===== config.mk =====
export PLATFORM = sky130hd
export DESIGN_NAME = cb_wr_seq
export DESIGN_NICKNAME = d
export VERILOG_FILES = /design/src/rtl/ekf_pkg.sv /design/src/rtl/cb_wr_seq.sv
export SDC_FILE = /design/constraint.sdc
export NUM_CORES = 1
export LEC_CHECK = 0
export CAP_MARGIN = 20
export CORE_MARGIN = 2
export CORE_UTILIZATION = 47
export DETAILED_ROUTE_END_ITERATION = 8
export PLACE_DENSITY_LB_ADDON = 0.3
export SYNTH_ARGS = -nofsm -noshare
export SYNTH_HDL_FRONTEND = slang
export SYNTH_SLANG_ARGS = --single-unit

===== constraint.sdc =====
create_clock -name clk -period 2.3 [get_ports clk]
set_clock_uncertainty 0.2 [all_clocks]
set_input_delay 0.46 -clock clk [delete_from_list [all_inputs] [get_ports clk]]
set_output_delay 0.46 -clock clk [all_outputs]
set_load 0.005 [all_outputs]

===== src/rtl/ekf_pkg.sv =====
// rtl/ekf_pkg.sv - shared EKF constants: CB lane-map select codes, element counts, write FSM states
package ekf_pkg;

  localparam logic [1:0] CB_SEL_IDLE   = 2'b00;
  localparam logic [1:0] CB_SEL_XYXITA = 2'b10;
  localparam logic [1:0] CB_SEL_LXLY   = 2'b11;

  localparam int N_POSE = 3;
  localparam int N_LM   = 2;

  typedef enum logic [1:0] {
    S_IDLE = 2'd0,
    S_SEQ  = 2'd1,
    S_LAST = 2'd2,
    S_FIN  = 2'd3
  } wr_state_t;

  function automatic int elem_count(input logic m);
    return m ? N_LM : N_POSE;
  endfunction

endpackage


===== src/rtl/cb_wr_seq.sv =====
// rtl/cb_wr_seq.sv - sequences pose/landmark element writes into the banked CB memory
module cb_wr_seq
  import ekf_pkg::*;
#(
  parameter int L              = 4,
  parameter int SEQ_CNT_DW     = 5,
  parameter int CB_DINA_SEL_DW = 2,
  parameter int CB_AW          = 10,
  parameter int MAX_LM         = 64
) (
  input  logic                      clk,
  input  logic                      sys_rst,
  input  logic                      start,
  input  logic                      mode,
  input  logic [CB_AW-1:0]          lm_idx,
  output logic [CB_DINA_SEL_DW-1:0] CB_dina_sel,
  output logic [SEQ_CNT_DW-1:0]     seq_cnt_out,
  output logic                      CB_ena,
  output logic [L-1:0]              CB_wea,
  output logic [CB_AW-1:0]          CB_addra,
  output logic                      busy,
  output logic                      done,
  output logic                      err
);

  wr_state_t                 state, state_n;
  logic [SEQ_CNT_DW-1:0]     cnt, cnt_n;
  logic [CB_DINA_SEL_DW-1:0] sel, sel_n;
  logic                      cur_mode, cur_mode_n;
  logic [CB_AW-1:0]          addr, addr_n;
  logic                      pend_valid, pend_valid_n;
  logic                      pend_mode, pend_mode_n;
  logic [CB_AW-1:0]          pend_idx, pend_idx_n;
  logic                      err_n;
  logic                      req_ok;
  logic                      launch, can_queue;
  logic                      l_mode;
  logic [CB_AW-1:0]          l_idx;

  assign req_ok = start && !(mode && (32'(lm_idx) >= MAX_LM));

  always_comb begin
    state_n      = state;
    cnt_n        = cnt;
    sel_n        = sel;
    cur_mode_n   = cur_mode;
    addr_n       = addr;
    pend_valid_n = pend_valid;
    pend_mode_n  = pend_mode;
    pend_idx_n   = pend_idx;
    err_n        = 1'b0;
    launch       = 1'b0;
    can_queue    = 1'b0;
    l_mode       = mode;
    l_idx        = lm_idx;

    case (state)
      S_IDLE: begin
        if (req_ok) launch = 1'b1;
      end
      S_SEQ: begin
        can_queue = 1'b1;
        if (cnt == SEQ_CNT_DW'(elem_count(cur_mode))) begin
          state_n = S_LAST;
          cnt_n   = '0;
          sel_n   = CB_DINA_SEL_DW'(CB_SEL_IDLE);
        end else begin
          cnt_n = cnt + SEQ_CNT_DW'(1);
        end
      end
      S_LAST: begin
        can_queue = 1'b1;
        state_n   = S_FIN;
      end
      S_FIN: begin
        // A held request wins; a fresh start then sees a full slot and is dropped.
        if (pend_valid) begin
          launch       = 1'b1;
          can_queue    = 1'b1;
          l_mode       = pend_mode;
          l_idx        = pend_idx;
          pend_valid_n = 1'b0;
        end else if (req_ok) begin
          launch = 1'b1;
        end else begin
          state_n = S_IDLE;
        end
      end
      default: state_n = S_IDLE;
    endcase

    if (can_queue && req_ok) begin
      if (pend_valid) begin
        err_n = 1'b1;
      end else begin
        pend_valid_n = 1'b1;
        pend_mode_n  = mode;
        pend_idx_n   = lm_idx;
      end
    end

    if (start && !req_ok) err_n = 1'b1;

    if (launch) begin
      state_n    = S_SEQ;
      cnt_n      = SEQ_CNT_DW'(1);
      sel_n      = l_mode ? CB_DINA_SEL_DW'(CB_SEL_LXLY) : CB_DINA_SEL_DW'(CB_SEL_XYXITA);
      cur_mode_n = l_mode;
      addr_n     = l_mode ? l_idx + CB_AW'(1) : '0;
    end
  end

  always_ff @(posedge clk or posedge sys_rst) begin
    if (sys_rst) begin
      state      <= S_IDLE;
      cnt        <= '0;
      sel        <= '0;
      cur_mode   <= 1'b0;
      addr       <= '0;
      pend_valid <= 1'b0;
      pend_mode  <= 1'b0;
      pend_idx   <= '0;
      err        <= 1'b0;
      CB_ena     <= 1'b0;
      CB_wea     <= '0;
    end else begin
      state      <= state_n;
      cnt        <= cnt_n;
      sel        <= sel_n;
      cur_mode   <= cur_mode_n;
      addr       <= addr_n;
      pend_valid <= pend_valid_n;
      pend_mode  <= pend_mode_n;
      pend_idx   <= pend_idx_n;
      err        <= err_n;
      // Enables trail the counter by one cycle to line up with the registered lane mapper.
      CB_ena     <= (cnt != '0);
      CB_wea     <= (cnt != '0) ? (L'(1) << (cnt - SEQ_CNT_DW'(1))) : '0;
    end
  end

  assign seq_cnt_out = cnt;
  assign CB_dina_sel = sel;
  assign CB_addra    = addr;
  assign busy        = (state != S_IDLE);
  assign done        = (state == S_FIN);

endmodule

After elaboration in Yosys (flattened, before gate mapping)

Cells that the tools add are included.

Add/sub/neg operators: 3
$mul: 0
Div/mod/pow operators: 0
Magnitude comparators: 1
Equal/unequal tests: 7
Shift operators: 1
Multiplexer cells: 29
Bitwise logic cells: 0
Reductions and logical operators: 15

Operators by type and width:

| cell                                                  | number |
|---|---|
| 2-to-1 mux 10 bit                                     | 3 |
| 2-to-1 mux 5 bit                                      | 3 |
| 2-to-1 mux 2 bit                                      | 7 |
| 2-to-1 mux 1 bit                                      | 12 |
| adder 10 x 1 -> 10 bit (second input constant)        | 1 |
| >= comparator 10 x 7 -> 1 bit (second input constant) | 1 |
| != test 3 x 2 -> 1 bit (second input constant)        | 2 |
| case mux 2 bit (3 select lines)                       | 1 |
| nonzero test 2 bit                                    | 3 |
| adder 5 x 1 -> 5 bit (second input constant)          | 1 |
| equality test 5 x 2 -> 1 bit                          | 1 |
| nonzero test 5 bit                                    | 1 |
| left shift 1 x 5 -> 4 bit (first input constant)      | 1 |
| subtractor 5 x 1 -> 5 bit (second input constant)     | 1 |
| equality test 2 bit (second input constant)           | 2 |
| logical AND 1 bit                                     | 4 |
| 2-to-1 mux 4 bit                                      | 1 |
| case mux 1 bit (2 select lines)                       | 2 |
| AND reduction 4 bit                                   | 1 |
| nonzero test 4 bit                                    | 1 |
| != test 3 bit (second input constant)                 | 1 |
| equality test 2 x 1 -> 1 bit (second input constant)  | 1 |
| zero test 1 bit                                       | 2 |
| zero test 2 bit                                       | 1 |
| other kinds (2)                                       | 2 |

Register bits after elaboration: 38
Bits in latches: 0
RAM bits: 0
Memory bits (read-only): 0
Input bits: 14
Output and inout bits: 25
Word-level logic and storage cells: 67
Memories kept: 0

Depth between registers and ports, before layout

Gate-level depths: netlist of run 1.

Depth after elaboration: 9
Gate-level depth with buffers: 12
Gate-level depth less buffers: 10

Worst setup path before layout of run 1

OpenSTA, ideal clock, no wires.

Path type: register to register
Start point: register state[1]
End point: register addr[8], in the netlist CB_addra[8]
Setup time: 0.127 ns
Arrival time: 2.059 ns
Required time: 1.973 ns
Path slack: -0.086 ns
Stages on the path, launching flop included: 13
Path buffers: 2
Clock period less this slack: 2.386 ns
Cell sequence: dfrtp_1 > ha_1 > and2_4 > buf_6 > buf_2 > nand2_1 > nand2_1 > ha_1 > nand2_1 > o21ai_0 > nand4_1 > xnor2_1 > o21ai_0

Word-level cells in the longest chain between the ends: 4
Elaborated cells on any way between the ends: 7
Those cells by class: 1 x add/sub; 1 x eq/ne; 4 x mux; 1 x reduce/logical

RTL lines:

| what                     | line             | text |
|---|---|---|
| start: declaration       | cb_wr_seq.sv:26  | `wr_state_t state, state_n;` |
| start signal: assignment | cb_wr_seq.sv:127 | `state <= state_n;` |
| equality test 2 bit *    | --               |  |
| via done                 | cb_wr_seq.sv:22  | `output logic done,` |
| 2-to-1 mux 10 bit        | cb_wr_seq.sv:57  | `case (state)` |
| adder 10 x 1 -> 10 bit   | cb_wr_seq.sv:109 | `addr_n = l_mode ? l_idx + CB_AW'(1) : '0;` |
| 2-to-1 mux 10 bit        | cb_wr_seq.sv:109 |  |
| end signal: assignment   | cb_wr_seq.sv:131 | `addr <= addr_n;` |
| end: declaration         | cb_wr_seq.sv:30  | `logic [CB_AW-1:0] addr, addr_n;` |

The timed path passes the listed nets; every way through them passes the cells marked *.
A chain may end at the register's enable or synchronous reset.

Worst setup path in the final report of run 1

Start point: register state[0]
End point: register addr[9], in the netlist CB_addra[9]

Word-level cells in the longest chain between the ends: 4
Elaborated cells on any way between the ends: 7
Those cells by class: 1 x add/sub; 1 x eq/ne; 4 x mux; 1 x reduce/logical

RTL lines:

| what                   | line |
|---|---|
| equality test 2 bit    | cb_wr_seq.sv:57 |
| 2-to-1 mux 10 bit      | cb_wr_seq.sv:57 |
| adder 10 x 1 -> 10 bit | cb_wr_seq.sv:109 |
| 2-to-1 mux 10 bit      | cb_wr_seq.sv:109 |

Parallel ways exist; a longest one is shown, timed or not.

==> results of run 1 <==
==> power by group <==
part	leakage [nW]	total [mW]	internal, mW	switching (mW)
clock network	0.0472	0.479	0.241	0.238
logic	0.828	1.72	0.980	0.742
registers	0.483	1.15	0.930	0.223
==> timing repair <==
action | CTS | global route
gates resized for setup | 1 | 8
setup endpoints to repair | 1 | 6
buffers inserted | 0 | 3
pin swaps | 0 | 4
hold endpoints to repair | 0 | 0
==> per-stage QoR <==
| stage | TNS [ns] | setup slack (ns) | hold slack (ns) | cells |
|---|---|---|---|---|
| after floorplan | 0 | 0.0142 | 0.266 | 211 |
| after global placement | -1.87 | -0.177 | 0.260 | 324 |
| after detailed placement | -2.56 | -0.251 | 0.271 | 324 |
| after CTS | 0 | 0.00866 | 0.288 | 332 |
| after global routing | -0.0336 | -0.0211 | 0.315 | 335 |
| final | 0 | 0.0591 | 0.277 | 335 |
==> worst max path at each step <==
stage	start	end	slack [ns]	depth (start not counted)
after CTS	state[0]$_DFFE_PP0P_	CB_addra[4]$_DFFE_PP0N_	0.009	11
after global routing	state[0]$_DFFE_PP0P_	CB_addra[9]$_DFFE_PP0N_	-0.02	7
after global placement	lm_idx[7]	CB_addra[9]$_DFFE_PP0N_	-0.18	6
after detailed placement	lm_idx[7]	CB_addra[9]$_DFFE_PP0N_	-0.25	6
final	state[0]$_DFFE_PP0P_	CB_addra[9]$_DFFE_PP0N_	0.06	7
after floorplan	state[1]$_DFFE_PP0P_	CB_addra[8]$_DFFE_PP0N_	0.01	12
==> flip-flops by register name (all words and copies together), names as in the netlist <==
signal / count
CB_addra: 10
CB_dina_sel: 2
CB_ena: 1
CB_wea: 4
cur_mode: 1
err: 1
pend_idx: 10
pend_mode: 1
pend_valid: 1
seq_cnt_out: 5
state: 2
==> worst max-delay path: cells and delay by family, from the launching register on <==
family	cells	cell delay, ns
adders and majority gates	1	0.20
DFF	1	0.43
and+or+nand+nor	4	0.98
muxes	1	0.23
buffers and inverters	1	0.14
==> placed cells by master (no fill, tap or decap), types with 2 or more instances in the layout <==
master / n
sky130_fd_sc_hd__a21oi_1: 3
sky130_fd_sc_hd__a31oi_1: 2
sky130_fd_sc_hd__and3_1: 3
sky130_fd_sc_hd__buf_12: 2
sky130_fd_sc_hd__buf_4: 33
sky130_fd_sc_hd__clkbuf_8: 6
sky130_fd_sc_hd__clkdlybuf4s50_1: 35
sky130_fd_sc_hd__dfrtp_1: 38
sky130_fd_sc_hd__dlymetal6s2s_1: 2
sky130_fd_sc_hd__ha_1: 4
sky130_fd_sc_hd__ha_2: 2
sky130_fd_sc_hd__inv_1: 10
sky130_fd_sc_hd__mux2_2: 4
sky130_fd_sc_hd__mux2_4: 9
sky130_fd_sc_hd__mux2i_1: 6
sky130_fd_sc_hd__nand2_1: 37
sky130_fd_sc_hd__nand3_1: 5
sky130_fd_sc_hd__nand4_1: 10
sky130_fd_sc_hd__nor2_1: 13
sky130_fd_sc_hd__nor3_1: 2
sky130_fd_sc_hd__nor4_1: 2
sky130_fd_sc_hd__o211ai_1: 2
sky130_fd_sc_hd__o21ai_0: 12
sky130_fd_sc_hd__o21ai_1: 4
sky130_fd_sc_hd__xnor2_1: 7
sky130_fd_sc_hd__xor2_1: 3
==> routing by layer <==
metal / part of all wire (%) / global-route usage [%] / wire [um] / up-vias
li1: - / - / - / 884
met4: 0.80 / 6.92 / 37 / 0
met2: 48 / 32.5 / 2250 / 54
met5: 0 / 0 / 0 / -
met3: 5.1 / 4.70 / 238 / 4
met1: 46 / 25.8 / 2120 / 853
==> cell families after synthesis <==
logic type | count (synthesis)
AO/OA/AOI/OAI | 36
XOR/XNOR | 10
adder cells (fa/ha/maj) | 7
buffers and inverters | 19
flip-flops | 38
multiplexers | 19
AND/OR/NAND/NOR | 82
==> area by class of cell <==
class,instances,area (um^2),area share [%]
Clock buffer,6,82.6,2.85
Clock inverter,2,12.5,0.431
Inverter,10,37.5,1.29
Multi-Input combinational cell,154,1080,37.2
Sequential cell,38,951,32.8
Tap cell,52,65.1,2.24
Timing Repair Buffer,73,672,23.2
==> PnR_summary.wiki, run 1 <==
{| class="wikitable"
! Metric !! Value
|-
| Path type of the worst min-delay path || flip-flop to flip-flop
|-
| Inserted Diodes || 0
|-
| Power density of the placed cells || roughly 1200 nW/um^2
|-
| Effective utilization at floorplan || between 40% and 50%
|-
| Max clock buf depth || 2
|-
| Adder-cell share of the synthesized area || 4.18%
|-
| Crit. End Element || flip-flop
|-
| Post-Route WL || 4650 um
|-
| Buffers added on ports || 38
|-
| Clock tree sinks || 38
|-
| Largest fanout on the critical path || 9
|-
| Vertical die dimension || 70.8 um
|-
| Summed instance area of the synthesized netlist || 2100 um^2
|-
| Filler cell count in the final layout || 355
|-
| Share of synthesized area spent on multiplexers || 11.5%
|-
| Final critical path time including I/O delays and setup || 2.24 ns
|-
| Startpoint of the lowest-slack hold path || CB_addra[0]$_DFFE_PP0N_
|-
| Net Count, Synth || 232
|-
| Remaining global-route overflow || 0
|-
| Reg2reg setup slack || just under 0.06 ns
|-
| Number of top-level pins || 39
|-
| Average size of a mapped cell || 9.94 um^2
|-
| Async S/R FF share, synth || between 90% and 100%
|-
| Count of flip-flops with a built-in enable after synthesis || 0
|-
| Fraction of the yosys area taken by sequential cells || 45.3%
|-
| Total global routing track utilization || 19.8%
|-
| Final worst-path cycle share || between 90% and 100%
|-
| Maximum number of pins on one net before global-route repair || 39
|-
| Cells traversed along the worst timing path || ha_4 -> and2_4 -> buf_4 -> mux2_2 -> nand4_1 -> or4_1 -> nand3_1
|-
| Count of final max-slew check failures || 0
|-
| Count of antenna-violating nets left after detailed routing || 0
|-
| Clock tree from TritonCTS || yes
|-
| H-tree levels || 2
|-
| Maximum capacitance violations || 0
|-
| Synth Area in Compound Gates || between 10 and 15%
|-
| Global-route wire length before repair || 7800 um
|-
| Kind of start point of the critical path || flip-flop
|-
| CTS clock-pin slew for the worst setup and hold paths || approximately 0.080 ns
|-
| Most frequent cells after synthesis || 38 x sky130_fd_sc_hd__dfrtp_1, 37 x sky130_fd_sc_hd__nand2_1, 13 x sky130_fd_sc_hd__nor2_1, 13 x sky130_fd_sc_hd__o21ai_0
|-
| Leakage power figure || 1.36 nW
|-
| Main combinational cell family by area after synthesis || simple AND/OR/NAND/NOR gates
|-
| Final layout net count || between 300 and 400
|-
| Pin slew with the least headroom to its limit || 0.483 ns
|-
| Number of DRC markers in iteration 0 || roughly 110
|-
| Startpoint of the lowest-slack register-to-register path || state[0]$_DFFE_PP0P_
|-
| Proportion of netlist area held by the largest area contributor || 45.3%
|-
| Library cell contributing the largest single delay on the critical path || sky130_fd_sc_hd__or4_1
|-
| Hold buffer count at CTS || 0
|-
| Number of cells on the worst hold path || 2
|-
| Arrival time of the worst setup path || 2.27 ns
|-
| Drc violations || 0
|-
| IR Drop Worst-Case VDD || approximately 570 uV
|-
| Most used standard cell by instance count after synthesis || sky130_fd_sc_hd__dfrtp_1
|-
| R2r endpoint || CB_addra[9]$_DFFE_PP0N_
|-
| Xor/xnor cell area share of the yosys netlist || under 10%
|-
| Slowest cell delay on critical path || around 0.55 ns
|-
| Vias per cell || 5.36
|-
| Cell at the root of the clock tree || sky130_fd_sc_hd__clkbuf_8
|-
| Hold Crit Endpoint || CB_addra[0]$_DFFE_PP0N_
|-
| Power consumption || 3.35 mW
|-
| X dimension of the die || 70.8 um
|-
| Synth Area in Simple Gates || 19.0%
|-
| Core Rows || 24
|-
| Post-synthesis instance total || 211
|-
| Dominant register cell in the synthesized netlist || sky130_fd_sc_hd__dfrtp_1
|-
| R2R cell count || 7
|-
| RD Place Congestion || approximately 0.89
|-
| Core region area || roughly 4300 um^2
|-
| Final setup vio count || 0
|-
| Later-pin clock latency in the skew report || 0.29 ns
|-
| Final hold violations || 0
|-
| Die ar. || 5010 um^2
|-
| Max-Slew Margin vs Limit || between 60% and 70%
|-
| Final std cell area, no fill || 2900 um^2
|-
| Worst setup path class || flip-flop to flip-flop
|-
| Vias in the first global route || 1685
|-
| Total clock buffers created by CTS || 5
|-
| Number of synthesized register bits || 38
|-
| Worst endpoint required time || 2.33 ns
|-
| Post-DR wirelength/cell || 13.9 um
|-
| Leading area contributor after synthesis || sky130_fd_sc_hd__dfrtp_1
|-
| Synthesis-to-finish area growth || 38.3%
|-
| Area of placed instances || 2750 um^2
|-
| DP HPWL || 3400 um
|-
| Number of antenna violations at the first check in global routing || 0
|-
| Layout cells sized above 1 || between 20% and 30%
|-
| Largest cells by area after synthesis || sky130_fd_sc_hd__dfrtp_1 45%, sky130_fd_sc_hd__nand2_1 6.6%, sky130_fd_sc_hd__mux2_4 6.4%
|-
| Share of the core filled with cells || between 60 and 70%
|-
| Number of distinct library cells after synthesis || 44
|-
| Number of optimization iterations in the first detailed-route pass || 4
|-
| Status || finished, final reports clean
|-
| Warnings from Yosys || 0
|-
| Upper clock frequency limit || between 0.4 and 0.5 GHz
|-
| Total number of vias || 1795
|}
Power figures use the tool's default switching activity.
==> inputs of run 2 (changes only) <==
--- a/config.mk
+++ b/config.mk
@@ -7,8 +7,9 @@
 export LEC_CHECK = 0
 export CAP_MARGIN = 20
 export CORE_MARGIN = 2
-export CORE_UTILIZATION = 47
+export CORE_UTILIZATION = 56
 export DETAILED_ROUTE_END_ITERATION = 8
+export DONT_BUFFER_PORTS = 1
 export PLACE_DENSITY_LB_ADDON = 0.3
 export SYNTH_ARGS = -nofsm -noshare
 export SYNTH_HDL_FRONTEND = slang
==> PnR_summary.wiki, run 2 (synthesized netlist as in run 1, its figures left out) <==
{| class="wikitable"
! Metric !! Value
|-
| Maximum number of pins on one net before global-route repair || 39 (unchanged)
|-
| Core Rows || 22 (was 24)
|-
| R2R cell count || 7 (unchanged)
|-
| Core region area || 3630 um^2 (was 4320 um^2)
|-
| Total clock buffers created by CTS || 5 (unchanged)
|-
| Largest fanout on the critical path || 6 (was 9)
|-
| Met2 routed WL || 1910 um (was 2250 um)
|-
| Total global routing track utilization || 21.7% (was 19.8%)
|-
| X dimension of the die || 65.2 um (was 70.8 um)
|-
| Clock tree sinks || 38 (unchanged)
|-
| Total number of vias || 1604 (was 1795)
|-
| Maximum capacitance violations || 0 (unchanged)
|-
| H-tree levels || 2 (unchanged)
|-
| Status || finished, violations left (was finished, final reports clean)
|-
| Kind of start point of the critical path || flip-flop (unchanged)
|-
| Cell at the root of the clock tree || sky130_fd_sc_hd__clkbuf_8 (unchanged)
|-
| Final worst-path cycle share || 95.3% (was 97.4%)
|-
| Layout cells sized above 1 || 21.7% (was 24.7%)
|-
| Post-Route WL || 4340 um (was 4650 um)
|-
| Final setup vio count || 0 (unchanged)
|-
| Wire length on met3 || 268 um (was 238 um)
|-
| Hold buffer count at CTS || 0 (unchanged)
|-
| Leakage power figure || 1.10 nW (was 1.36 nW)
|-
| DP HPWL || 3120 um (was 3400 um)
|-
| Synthesis-to-finish area growth || 11.2% (was 38.3%)
|-
| Final layout net count || 246 (was 303)
|-
| Failing checks || hold timing
|-
| Final hold violations || 38 (was 0)
|-
| R2r endpoint || CB_addra[9]$_DFFE_PP0N_ (unchanged)
|-
| Share of the core filled with cells || 64.2% (was 67.1%)
|-
| Top layer in use || met4 (unchanged)
|-
| Reg2reg setup slack || 0.11 ns (was 0.06 ns)
|-
| Leading cell types in the layout, fill and taps excluded || 37 x sky130_fd_sc_hd__dfrtp_1, 37 x sky130_fd_sc_hd__nand2_1, 16 x sky130_fd_sc_hd__buf_4, 13 x sky130_fd_sc_hd__nor2_1, 12 x sky130_fd_sc_hd__o21ai_0 (was 38 x sky130_fd_sc_hd__dfrtp_1, 37 x sky130_fd_sc_hd__nand2_1, 35 x sky130_fd_sc_hd__clkdlybuf4s50_1, 33 x sky130_fd_sc_hd__buf_4, 13 x sky130_fd_sc_hd__nor2_1)
|-
| Startpoint of the lowest-slack register-to-register path || state[0]$_DFFE_PP0P_ (unchanged)
|-
| Global-route wire length before repair || 7260 um (was 7800 um)
|-
| Effective utilization at floorplan || 57.7% (was 48.5%)
|-
| Power consumption || 2.90 mW (was 3.35 mW)
|-
| Max clock buf depth || 2 (unchanged)
|-
| Fin Hold WS || -0.0169 ns (was 0.277 ns)
|-
| Post-DR wirelength/cell || 15.8 um (was 13.9 um)
|-
| Max-Slew Margin vs Limit || 68.4% (was 67.8%)
|-
| Inserted Diodes || 0 (unchanged)
|-
| Drc violations || 0 (unchanged)
|-
| Die ar. || 4250 um^2 (was 5010 um^2)
|-
| Remaining global-route overflow || 0 (unchanged)
|-
| Vias per cell || 5.85 (was 5.36)
|-
| Pin slew with the least headroom to its limit || 0.473 ns (was 0.483 ns)
|-
| Count of final max-slew check failures || 0 (unchanged)
|-
| Worst endpoint required time || 2.31 ns (was 2.33 ns)
|-
| Crit. End Element || flip-flop (unchanged)
|-
| RD Place Congestion || 0.901 (was 0.886)
|-
| Number of optimization iterations in the first detailed-route pass || 4 (unchanged)
|-
| Worst setup path class || flip-flop to flip-flop (unchanged)
|-
| Number of DRC markers in iteration 0 || 131 (was 112)
|-
| Number of top-level pins || 39 (unchanged)
|-
| Count of antenna-violating nets left after detailed routing || 0 (unchanged)
|-
| Upper clock frequency limit || 0.456 GHz (was 0.446 GHz)
|-
| IR Drop Worst-Case VDD || 618 uV (was 575 uV)
|-
| Vias in the first global route || 1555 (was 1685)
|-
| Path type of the worst min-delay path || input port to asynchronous set/reset pin (was flip-flop to flip-flop)
|-
| Clock tree from TritonCTS || yes (unchanged)
|-
| Power density of the placed cells || 1250 nW/um^2 (was 1160 nW/um^2)
|-
| Vertical die dimension || 65.2 um (was 70.8 um)
|-
| Buffers added on ports || 0 (was 38)
|-
| Final critical path time including I/O delays and setup || 2.19 ns (was 2.24 ns)
|-
| CTS clock-pin slew for the worst setup and hold paths || 0.07 ns (was 0.08 ns)
|-
| Later-pin clock latency in the skew report || 0.27 ns (was 0.29 ns)
|-
| Number of antenna violations at the first check in global routing || 0 (unchanged)
|-
| Arrival time of the worst setup path || 2.20 ns (was 2.27 ns)
|-
| Met1 Wirelength || 2110 um (was 2120 um)
|}
-- run 2: changes by cell type in the layout (fill, tap and decap cells not counted), sizes merged --
| cell | change |
|---|---|
| clkbuf | +1 |
| buf | -19 |
| dlygate4sd2 | -1 |
| clkdlybuf4s50 | -35 |
| dlymetal6s2s | -2 |
| clkinvlp | -1 |
-- run 2: where the power goes --
| group | leakage [nW] | internal, mW | switching, mW |
|---|---|---|---|
| logic | 0.568 | 0.614 | 0.656 |
| clock network | 0.0482 | 0.242 | 0.211 |
| registers | 0.482 | 0.933 | 0.248 |
-- run 2: cell type report --
type / instances / area (um^2)
tap: 48 / 60.1
timing repair buffer: 16 / 120
multi-input combinational: 154 / 1070
inverter: 10 / 37.5
clock buffer: 7 / 86.3
clock inverter: 1 / 5.00
sequential: 38 / 952
fill: 301 / 1300
-- run 2: what timing repair did --
action / 4_1_cts / 5_1_grt
gates resized for setup: 0 / 5
buffers inserted: 0 / 3
endpoints found under the setup margin: 0 / 6
-- run 2: how the worst max path moves through the flow --
stage                     slack (ns)  cells past startpoint                  from                 endpoint
after detailed placement        0.05                     10  state[1]$_DFFE_PP0P_  CB_addra[8]$_DFFE_PP0N_
after floorplan                 0.01                     12  state[1]$_DFFE_PP0P_  CB_addra[8]$_DFFE_PP0N_
final                           0.11                      7  state[0]$_DFFE_PP0P_  CB_addra[9]$_DFFE_PP0N_
after CTS                       0.04                     10  state[1]$_DFFE_PP0P_  CB_addra[8]$_DFFE_PP0N_
after global routing          -0.001                      7  state[1]$_DFFE_PP0P_  CB_addra[9]$_DFFE_PP0N_
after global placement          0.13                      6  state[0]$_DFFE_PP0P_  CB_addra[9]$_DFFE_PP0N_
-- run 2: metal layers --
layer | global-route usage (%) | vias up
met3 | 5.99 | 6
met5 | 0 | -
met4 | 5.73 | 0
met1 | 30.3 | 771
li1 | - | 772
met2 | 33.3 | 55
-- run 2: through the flow --
step	TNS, ns	worst slack (ns)	instances	instance area [um^2]
after floorplan	0	0.0142	211	2100
after global placement	0	0.132	263	2200
after detailed placement	0	0.0538	263	2200
after CTS	0	0.0395	271	2290
after global routing	-0.00137	-0.00137	274	2330
final	0	0.108	274	2330
-- run 2: critical path: stages (launching register included) --
cell and delay, ns:
sky130_fd_sc_hd__dfrtp_1 0.42, sky130_fd_sc_hd__inv_1 0.11, sky130_fd_sc_hd__ha_1 0.42, sky130_fd_sc_hd__inv_2 0.14, sky130_fd_sc_hd__nand3_1 0.10, sky130_fd_sc_hd__o31a_1 0.13, sky130_fd_sc_hd__or4_1 0.52, sky130_fd_sc_hd__nand3_1 0.09
==> inputs of run 3 (changes only) <==
--- a/config.mk
+++ b/config.mk
@@ -5,12 +5,14 @@
 export SDC_FILE = /design/constraint.sdc
 export NUM_CORES = 1
 export LEC_CHECK = 0
+export ABC_AREA = 1
 export CAP_MARGIN = 20
 export CORE_MARGIN = 2
 export CORE_UTILIZATION = 56
 export DETAILED_ROUTE_END_ITERATION = 8
 export DONT_BUFFER_PORTS = 1
 export PLACE_DENSITY_LB_ADDON = 0.3
+export RECOVER_POWER = 100
 export SYNTH_ARGS = -nofsm -noshare
 export SYNTH_HDL_FRONTEND = slang
 export SYNTH_SLANG_ARGS = --single-unit
==> PnR_summary.wiki, run 3 <==
{| class="wikitable"
! Metric !! Value
|-
| Largest cells by area after synthesis || sky130_fd_sc_hd__dfrtp_1 46%, sky130_fd_sc_hd__nand2_1 11%, sky130_fd_sc_hd__inv_1 5.5% (was sky130_fd_sc_hd__dfrtp_1 45%, sky130_fd_sc_hd__nand2_1 6.6%, sky130_fd_sc_hd__mux2_4 6.4%)
|-
| Count of flip-flops with a built-in enable after synthesis || 0 (unchanged)
|-
| Most used standard cell by instance count after synthesis || sky130_fd_sc_hd__nand2_1 (was sky130_fd_sc_hd__dfrtp_1)
|-
| Endpoint of the most critical setup path || CB_addra[8]$_DFFE_PP0N_ (was CB_addra[9]$_DFFE_PP0N_)
|-
| Total global routing track utilization || 21.9% (was 21.7%)
|-
| Proportion of netlist area held by the largest area contributor || 46.1% (was 45.3%)
|-
| Total number of vias || 1623 (was 1604)
|-
| Core region area || 3610 um^2 (was 3630 um^2)
|-
| Startpoint of the lowest-slack register-to-register path || state[0]$_DFFE_PP0P_ (unchanged)
|-
| Final Instance Count excl. Fillers || 306 (was 274)
|-
| Power share of the clock group || 21.7% (was 15.6%)
|-
| Number of optimization iterations in the first detailed-route pass || 4 (unchanged)
|-
| Vias in the first global route || 1562 (was 1555)
|-
| Status || finished, final reports clean (was finished, violations left)
|-
| Max clock buf depth || 2 (unchanged)
|-
| Pin slew with the least headroom to its limit || 0.938 ns (was 0.473 ns)
|-
| Filler cell count in the final layout || 330 (was 301)
|-
| Start point of the critical path || state[0]$_DFFE_PP0P_ (unchanged)
|-
| Crit. End Element || flip-flop (unchanged)
|-
| Number of top-level pins || 39 (unchanged)
|-
| Inserted Diodes || 0 (unchanged)
|-
| Count of antenna-violating nets left after detailed routing || 0 (unchanged)
|-
| Net Count, Synth || 267 (was 232)
|-
| Buffers added on ports || 0 (unchanged)
|-
| Kind of start point of the critical path || flip-flop (unchanged)
|-
| Cell at the root of the clock tree || sky130_fd_sc_hd__clkbuf_8 (unchanged)
|-
| Number of synthesized register bits || 38 (unchanged)
|-
| Cell count after placement || 294 (was 263)
|-
| Reported net switching power || 1.29 mW (was 1.11 mW)
|-
| Final setup vio count || 0 (unchanged)
|-
| Worst setup path class || flip-flop to flip-flop (unchanged)
|-
| Upper clock frequency limit || 0.463 GHz (was 0.456 GHz)
|-
| Path type of the worst min-delay path || input port to flip-flop (was input port to asynchronous set/reset pin)
|-
| R2R cell count || 12 (was 7)
|-
| Area of placed instances || 2130 um^2 (was 2200 um^2)
|-
| Leading area contributor after synthesis || sky130_fd_sc_hd__dfrtp_1 (unchanged)
|-
| Final critical path time including I/O delays and setup || 2.16 ns (was 2.19 ns)
|-
| Portion of total power attributed to sequential cells || 37.9% (was 40.7%)
|-
| Remaining global-route overflow || 0 (unchanged)
|-
| Clock tree from TritonCTS || yes (unchanged)
|-
| Post-synthesis instance total || 246 (was 211)
|-
| Leading cell types in the layout, fill and taps excluded || 63 x sky130_fd_sc_hd__nand2_1, 38 x sky130_fd_sc_hd__dfrtp_1, 30 x sky130_fd_sc_hd__inv_1, 15 x sky130_fd_sc_hd__o21ai_0, 12 x sky130_fd_sc_hd__nand3_1 (was 37 x sky130_fd_sc_hd__dfrtp_1, 37 x sky130_fd_sc_hd__nand2_1, 16 x sky130_fd_sc_hd__buf_4, 13 x sky130_fd_sc_hd__nor2_1, 12 x sky130_fd_sc_hd__o21ai_0)
|-
| IR Drop Worst-Case VDD || 707 uV (was 618 uV)
|-
| Switching share of power || 40.4% (was 38.4%)
|-
| Maximum capacitance violations || 0 (unchanged)
|-
| Summed instance area of the synthesized netlist || 2060 um^2 (was 2100 um^2)
|-
| Core Rows || 22 (unchanged)
|-
| Layout cells sized above 1 || 18.2% (was 21.7%)
|-
| Post-DR wirelength/cell || 13.1 um (was 15.8 um)
|-
| Cell-internal power || 1.90 mW (was 1.79 mW)
|-
| Drc violations || 0 (unchanged)
|-
| CTS clock-pin slew for the worst setup and hold paths || 0.08 ns (was 0.07 ns)
|-
| Number of distinct library cells after synthesis || 32 (was 44)
|-
| Maximum number of pins on one net before global-route repair || 39 (unchanged)
|-
| Warnings from Yosys || 0 (unchanged)
|-
| Vias per cell || 5.30 (was 5.85)
|-
| Number of DRC markers in iteration 0 || 133 (was 131)
|-
| Synthesis-to-finish area growth || 12.6% (was 11.2%)
|-
| Most frequent cells after synthesis || 63 x sky130_fd_sc_hd__nand2_1, 38 x sky130_fd_sc_hd__dfrtp_1, 30 x sky130_fd_sc_hd__inv_1, 15 x sky130_fd_sc_hd__o21ai_0, 12 x sky130_fd_sc_hd__nand3_1 (was 38 x sky130_fd_sc_hd__dfrtp_1, 37 x sky130_fd_sc_hd__nand2_1, 13 x sky130_fd_sc_hd__nor2_1, 13 x sky130_fd_sc_hd__o21ai_0)
|-
| Final hold violations || 0 (was 38)
|-
| Post-Route WL || 4020 um (was 4340 um)
|-
| Vertical die dimension || 64.7 um (was 65.2 um)
|-
| Total clock buffers created by CTS || 5 (unchanged)
|-
| Most common cell after layout, fill and taps aside || sky130_fd_sc_hd__nand2_1
|-
| Average size of a mapped cell || 8.38 um^2 (was 9.94 um^2)
|-
| Clock tree sinks || 38 (unchanged)
|-
| Worst endpoint required time || 2.29 ns (was 2.31 ns)
|-
| Die ar. || 4180 um^2 (was 4250 um^2)
|-
| Number of antenna violations at the first check in global routing || 0 (unchanged)
|-
| Async S/R FF share, synth || 100% (unchanged)
|-
| Later-pin clock latency in the skew report || 0.30 ns (was 0.27 ns)
|-
| Final layout net count || 278 (was 246)
|-
| Dominant register cell in the synthesized netlist || sky130_fd_sc_hd__dfrtp_1 (unchanged)
|-
| X dimension of the die || 64.7 um (was 65.2 um)
|-
| Global-route wire length before repair || 6970 um (was 7260 um)
|-
| Power share of the combinational group || 40.4% (was 43.7%)
|-
| Largest fanout on the critical path || 11 (was 6)
|-
| H-tree levels || 2 (unchanged)
|-
| DP HPWL || 2850 um (was 3120 um)
|-
| Seq. cell area || 951 um^2 (was 952 um^2)
|-
| Final std cell area, no fill || 2320 um^2 (was 2330 um^2)
|-
| Final TNS setup || 0 ns (unchanged)
|-
| Leakage power figure || 1.16 nW (was 1.10 nW)
|-
| Power density of the placed cells || 1370 nW/um^2 (was 1250 nW/um^2)
|-
| Max-Slew Margin vs Limit || 37.5% (was 68.4%)
|-
| Effective utilization at floorplan || 57.2% (was 57.7%)
|-
| Reg2reg setup slack || 0.14 ns (was 0.11 ns)
|-
| Fraction of the yosys area taken by sequential cells || 46.1% (was 45.3%)
|-
| R2r endpoint || CB_addra[8]$_DFFE_PP0N_ (was CB_addra[9]$_DFFE_PP0N_)
|-
| Fin Hold WS || 0.0762 ns (was -0.0169 ns)
|-
| Arrival time of the worst setup path || 2.15 ns (was 2.20 ns)
|-
| Count of final max-slew check failures || 0 (unchanged)
|-
| Final worst-path cycle share || 94.0% (was 95.3%)
|-
| RD Place Congestion || 0.864 (was 0.901)
|-
| Area occupied by multi-input gates || 960 um^2 (was 1070 um^2)
|}
run 3: cell families after synthesis:
group,after synthesis,synth area share (%)
adders and majority gates,7,4.25
AOI/OAI and AO/OA,48,15.3
and+or+nand+nor,105,23.1
buffers and inverters,41,8.31
xor gates and xnor gates,7,2.97
DFF,38,46.1
run 3: repair_timing:
action                                 CTS  global route
setup endpoints to repair               11             9
endpoints found under the hold margin   38             0
buffers inserted                         0             3
pin swaps                                0             1
gates resized for setup                  1             4
hold buffers                             1             0
run 3: critical path, stage by stage (launching register included):
cell	delay, ns
sky130_fd_sc_hd__dfrtp_1	0.45
sky130_fd_sc_hd__ha_4	0.19
sky130_fd_sc_hd__nand2_4	0.09
sky130_fd_sc_hd__buf_4	0.18
sky130_fd_sc_hd__o21ai_2	0.17
sky130_fd_sc_hd__ha_1	0.20
sky130_fd_sc_hd__nand2_2	0.08
sky130_fd_sc_hd__inv_2	0.06
sky130_fd_sc_hd__nand2_2	0.07
sky130_fd_sc_hd__nor2_4	0.11
sky130_fd_sc_hd__nand4_1	0.11
sky130_fd_sc_hd__nand2_1	0.10
sky130_fd_sc_hd__o21ai_1	0.05
run 3: worst min-delay path by stage:
stage | start | to | slack (ns) | cells after the start
6_report | lm_idx[5] | pend_idx[5]$_DFFE_PP0P_ | 0.08 | 2
3_3_place_gp | cur_mode$_DFFE_PP0N_ | cur_mode$_DFFE_PP0N_ | 0.29 | 2
5_1_grt | lm_idx[4] | pend_idx[4]$_DFFE_PP0P_ | 0.08 | 2
4_1_cts | lm_idx[5] | pend_idx[5]$_DFFE_PP0P_ | 0.07 | 2
2_1_floorplan | CB_dina_sel[0]$_DFFE_PP0P_ | CB_dina_sel[0]$_DFFE_PP0P_ | 0.26 | 2
3_5_place_dp | cur_mode$_DFFE_PP0N_ | cur_mode$_DFFE_PP0N_ | 0.29 | 2
run 3: through the flow:
step / setup WS [ns] / utilization (%) / power [mW]
2_1_floorplan: 0.241 / - / 2.17
3_3_place_gp: -0.0195 / 59.1 / 2.41
3_5_place_dp: -0.0788 / 59.1 / 2.45
4_1_cts: 0.0175 / 63.3 / 3.16
5_1_grt: -0.0124 / 64.4 / 3.46
6_report: 0.139 / 64.4 / 3.19
run 3: final cells by class:
cell class	count	share of cell area [%]
clock buffer	5	2.96
timing repair buffer	11	3.72
clock inverter	3	2.96
sequential	38	40.9
multi-input combinational	167	41.3
tap	48	2.59
inverter	34	5.50
run 3: power by group through the flow:
stage / registers (mW) / clock network, mW / logic, mW
3_3_place_gp: 1.20 / 0 / 1.21
5_1_grt: 1.25 / 0.728 / 1.48
2_1_floorplan: 1.14 / 0 / 1.03
4_1_cts: 1.21 / 0.706 / 1.24
6_report: 1.21 / 0.692 / 1.29
3_5_place_dp: 1.22 / 0 / 1.23
run 3: layer usage:
layer / vias to the layer above / routed length [um] / global-route usage (%)
li1: 820 / - / -
met1: 746 / 1790 / 27.6
met2: 47 / 1910 / 35.5
met3: 10 / 229 / 5.56
met4: 0 / 85 / 10.4
met5: - / 0 / 0
